--- config.mk ---
export PLATFORM = sky130hd
export DESIGN_NAME = fp_mul_requester
export DESIGN_NICKNAME = d
export VERILOG_FILES = /design/src/rtl/fp_mul_requester.sv
export SDC_FILE = /design/constraint.sdc
export NUM_CORES = 1
export LEC_CHECK = 0
export CAP_MARGIN = 0
export CORE_MARGIN = 5
export CORE_UTILIZATION = 40
export CTS_BUF_LIST = sky130_fd_sc_hd__clkbuf_16
export CTS_CLUSTER_DIAMETER = 80
export DETAILED_ROUTE_END_ITERATION = 10
export DONT_BUFFER_PORTS = 1
export RECOVER_POWER = 100
export SLEW_MARGIN = 20
export SYNTH_ARGS = -nofsm -noshare
export SYNTH_HDL_FRONTEND = slang
export SYNTH_SLANG_ARGS = --single-unit
--- constraint.sdc ---
create_clock -name clock -period 1.6 [get_ports clock]
set_clock_uncertainty 0.05 [all_clocks]
set_input_delay 0.32 -clock clock [delete_from_list [all_inputs] [get_ports clock]]
set_output_delay 0.32 -clock clock [all_outputs]
set_load 0.005 [all_outputs]
--- src/rtl/fp_mul_requester.sv ---
// Purpose: initiator for the start/done FP multiplier handshake; operand stream in, result stream out.
// Latency: out_valid rises (multiplier latency + 1) clocks after the accept edge; one op in flight, 1 op per (latency + 3) clks.
// Backpressure: in_ready is high only in IDLE; out_data/out_err are held until out_valid && out_ready.
module fp_mul_requester #(
    parameter int                DATA_W         = 32,
    parameter int                TIMEOUT_CYCLES = 15,
    parameter logic [DATA_W-1:0] NAN_VALUE      = 32'h7FC00000,
    parameter int                COUNT_W        = 16
) (
    input  logic               clock,
    input  logic               reset_n,
    // operand stream
    input  logic               in_valid,
    output logic               in_ready,
    input  logic [DATA_W-1:0]  in_a,
    input  logic [DATA_W-1:0]  in_b,
    // multiplier wrapper
    output logic               mul_start,
    output logic [DATA_W-1:0]  mul_dataa,
    output logic [DATA_W-1:0]  mul_datab,
    input  logic [DATA_W-1:0]  mul_result,
    input  logic               mul_done,
    // result stream
    output logic               out_valid,
    input  logic               out_ready,
    output logic [DATA_W-1:0]  out_data,
    output logic               out_err,
    // status
    output logic               busy,
    output logic [COUNT_W-1:0] op_count
);

    // Counter wide enough to hold 0 .. TIMEOUT_CYCLES-1 (and never zero bits wide).
    localparam int                CNT_W    = $clog2(TIMEOUT_CYCLES + 1);
    localparam logic [CNT_W-1:0] CNT_LAST = CNT_W'(TIMEOUT_CYCLES - 1);

    typedef enum logic [1:0] {
        ST_IDLE  = 2'd0,
        ST_ISSUE = 2'd1,
        ST_WAIT  = 2'd2,
        ST_OUT   = 2'd3
    } state_t;

    state_t           state;
    logic [CNT_W-1:0] wait_cnt;

    // Single FSM: every output is a register updated alongside the state so
    // nothing combinational reaches the multiplier or the downstream stream.
    always_ff @(posedge clock or negedge reset_n) begin
        if (!reset_n) begin
            state     <= ST_IDLE;
            in_ready  <= 1'b1;
            mul_start <= 1'b0;
            mul_dataa <= '0;
            mul_datab <= '0;
            out_valid <= 1'b0;
            out_data  <= '0;
            out_err   <= 1'b0;
            busy      <= 1'b0;
            op_count  <= '0;
            wait_cnt  <= '0;
        end else begin
            case (state)
                ST_IDLE: begin
                    // in_ready is always high here, so in_valid alone is the handshake.
                    if (in_valid) begin
                        mul_dataa <= in_a;
                        mul_datab <= in_b;
                        mul_start <= 1'b1;
                        in_ready  <= 1'b0;
                        busy      <= 1'b1;
                        state     <= ST_ISSUE;
                    end
                end
                ST_ISSUE: begin
                    // Start pulse is exactly this one cycle; operands were latched on accept.
                    mul_start <= 1'b0;
                    wait_cnt  <= '0;
                    state     <= ST_WAIT;
                end
                ST_WAIT: begin
                    wait_cnt <= wait_cnt + 1'b1;
                    // A done strobe on the final wait cycle still counts as a real result.
                    if (mul_done) begin
                        out_data  <= mul_result;
                        out_err   <= 1'b0;
                        out_valid <= 1'b1;
                        state     <= ST_OUT;
                    end else if (wait_cnt == CNT_LAST) begin
                        out_data  <= NAN_VALUE;
                        out_err   <= 1'b1;
                        out_valid <= 1'b1;
                        state     <= ST_OUT;
                    end
                end
                ST_OUT: begin
                    // A stray done strobe here (e.g. late after timeout) is deliberately ignored.
                    if (out_ready) begin
                        out_valid <= 1'b0;
                        op_count  <= op_count + 1'b1;
                        in_ready  <= 1'b1;
                        busy      <= 1'b0;
                        state     <= ST_IDLE;
                    end
                end
                default: begin
                    state     <= ST_IDLE;
                    in_ready  <= 1'b1;
                    mul_start <= 1'b0;
                    out_valid <= 1'b0;
                    busy      <= 1'b0;
                end
            endcase
        end
    end

endmodule

==> impl_metrics.csv <==
group,metric,value,unit
timing,finalCritPeriodShare,99.0,%
layout,syn2layout_area_growth,36.0,%
synthesis,syn-cell-area,4770,sq um
setup_path,crit_path_max_fanout,3,
synthesis,synth_edf_count,0,
die,rows,39,
global_routing,gr-usage-all-layers,15.8,%
layout,nets,536,
timing,worst_pin_slew,331,ps
clock_tree,cts_tree,"built",
power_and_ir_drop,p_sw_share,29.7,%
timing,whs,-438,ps
layout,multi_input_area,1680,sq um
die,core,11600,sq um
timing,finalSetupViolCount,0,
power_and_ir_drop,p_int,8.82,mW
timing,hold_viol_final,123,
synthesis,synth_top_area_share,64.0,%
clock_tree,numCtsBuffers,17,
global_routing,grt_pass1_vias,3242,
timing,grt_setup_unrepaired,"yes",
timing,maxSlewHeadroom,77.8,%
synthesis,ys_types,33,
synthesis,synth_nets,437,
placed_design,placedInstanceArea,5110,sq um
power_and_ir_drop,p_clk_share,29.0,%
global_routing,grt_pass1_wl,17700,um
synthesis,syn_inst,329,
global_routing,grt-ovfl-total,0,
detailed_routing,via_per_inst,5.23,
worst_hold_path,min_path_type,"primary input to async pin",
clock_tree,clkSlewWorstSetupHoldPaths,50,ps
setup_path,endpoint_kind,"flop",
synthesis,synth_warnings,0,
detailed_routing,wl,11900,um
layout,layoutNonFillerInstCount,584,
setup_path,worstPathArrival,1820,ps
placed_design,dp_hpwl,7640,um
synthesis,async_flop_share,100,%
die,start_util,41.3,%
power_and_ir_drop,pwr-share-seq,45.9,%
global_routing,antenna_found_initial,0,
power_and_ir_drop,power,12.5,mW
setup_path,r2r_start,"state[0]",
detailed_routing,route.vias.total,3053,
status,status,"complete, but fails checks",
detailed_routing,drc,0,
synthesis,syn_avg_cell_area,14.5,sq um
die,die_w,119,um
synthesis,synthTopCellsByArea,"dfrtp_1, mux2_2, a22o_1",
setup_path,cp-start-kind,"flop",
placed_design,port_buffers,0,
detailed_routing,avgRoutedWirePerCell,20.4,um
layout,drive_above_1_share,29.3,%
setup_path,cp.required,1840,ps
placed_design,place_ws,-155,ps
status,violations,"hold timing",
clock_tree,insertion_delay,400,ps
die,fp.dieArea,14200,sq um
synthesis,synth_area_leader_cell,"dfrtp_1",
power_and_ir_drop,pwr-share-comb,25.1,%
detailed_routing,detail-route-antenna-nets,0,
synthesis,synthFlopType,"dfrtp_1",
power_and_ir_drop,p_per_area,1930,nW/um^2
timing,fmax,631,MHz
layout,fin_util,56.1,%
setup_path,crit_type,"flop to flop",
synthesis,ys_seq_elements,123,
setup_path,worstSetupStartpoint,"state[0]",
clock_tree,cts.sinks,123,
clock_tree,htreeDepth,4,
power_and_ir_drop,ir_drop,1.00,mV
synthesis,yosysSeqAreaShare,64.5,%
die,ios,218,
layout,fillers,909,
detailed_routing,drt-pass1-iter-count,4,
power_and_ir_drop,power.switching,3.72,mW
timing,slew_violations,0,
layout,n_antenna_cell,0,
timing,fin_crit,1580,ps
global_routing,grt_max_degree,124,
flow_run,maxCapViolCount,0,
placed_design,dp.cells,481,
timing,final.setup.worst_slack,16.4,ps
placed_design,routabilityCongestion,0.757,
clock_tree,root_buffer,"clkbuf_16",
power_and_ir_drop,power.leakage,2.90,nW
detailed_routing,drt_first_iter_violations,103,
die,die_y,119,um
clock_tree,clock_path_buffers,2,
layout,regArea,3080,sq um
layout,stdcell_area,6490,sq um
flip-flops by register name, summed over array words and instances (netlist names):
signal,flops
mul_dataa,32
mul_datab,32
out_data,32
op_count,16
wait_cnt,4
state,2
busy,1
in_ready,1
mul_start,1
out_err,1
out_valid,1
final cells by class:
class                           count  share of cell area, %
Sequential cell                   123                   47.5
Inverter                           11                  0.636
Clock buffer                       17                   6.56
Multi-Input combinational cell    181                   26.0
Clock inverter                     15                   2.18
Tap cell                          143                   2.76
Timing Repair Buffer               94                   14.4
synth_stat cells (all sizes together), types with 3 or more instances:
cell type and instances:
a22o 25, buf 9, clkbuf 5, dfrtp 122, ha 7, inv 11, mux2 65, nand2 11
nand3 7, nand4 3, nor2 7, o21ai 11, o22a 9, xnor2 10, xor2 5
path summary, 6_finish.rpt:
kind                                 endpoint  slack (ps)  depth (start not counted)
worst max-delay path             op_count[15]          20                          5
worst min-delay path            mul_dataa[14]        -440                          0
worst max register to register   op_count[15]          20                          5
worst min register to register   op_count[10]         470                          1
max in group asynchronous        mul_dataa[6]        1680                          0
min in group clock              mul_datab[12]          20                          1
layout by cell type (no fill, tap or decap), drive strengths merged, types with 10 or more instances in the layout:
| cell | n |
|---|---|
| xnor2 | 10 |
| o21ai | 11 |
| dlygate4sd3 | 66 |
| nand2 | 11 |
| buf | 19 |
| inv | 15 |
| clkbuf | 26 |
| mux2 | 65 |
| dfrtp | 122 |
| a22o | 25 |
critical path, cell delays in order (launching register included):
cell	delay, ps
dfrtp_1	420
ha_4	180
nand4_2	140
nor3_4	160
or3b_1	380
xnor2_1	130
metal layers:
metal,up-vias,global-route usage [%],share of wire [%]
met2,158,26.4,50
met4,0,5.87,1.3
met5,-,0,0
met1,1512,17.5,38
met3,12,7.58,11
li1,1371,-,-
logic make-up after synthesis:
kind of cell    after synthesis  synth area share, %
xor+xnor                     15                 2.75
flops                       123                 64.5
compound gates               50                 8.13
mux                          66                 15.5
buf+inv                      25                 2.20
simple gates                 43                 5.01
fa+ha+maj                     7                 1.84
timing repair:
action	4_1_cts	5_1_grt
endpoints found under the hold margin	187	125
resized for setup	9	14
pin swaps	0	0
setup endpoints to repair	20	89
gates cloned	0	3
buffers inserted	1	1
hold buffers	64	2
stage by stage:
step,setup TNS (ps),hold slack (ps)
2_1_floorplan,-2640,-25.6
3_3_place_gp,-656,-22.3
3_5_place_dp,-1460,-22.8
4_1_cts,-20.5,-461
5_1_grt,-163,-467
6_report,0,-438
power groups by stage:
stage	logic, mW	registers, mW	clock network (mW)
after floorplan	2.09	5.36	0
after CTS	2.90	5.76	3.72
after detailed placement	2.72	5.76	0
after global routing	3.46	5.93	3.87
final	3.15	5.76	3.64
after global placement	2.58	5.76	0
(Power assumes the default switching activity.)
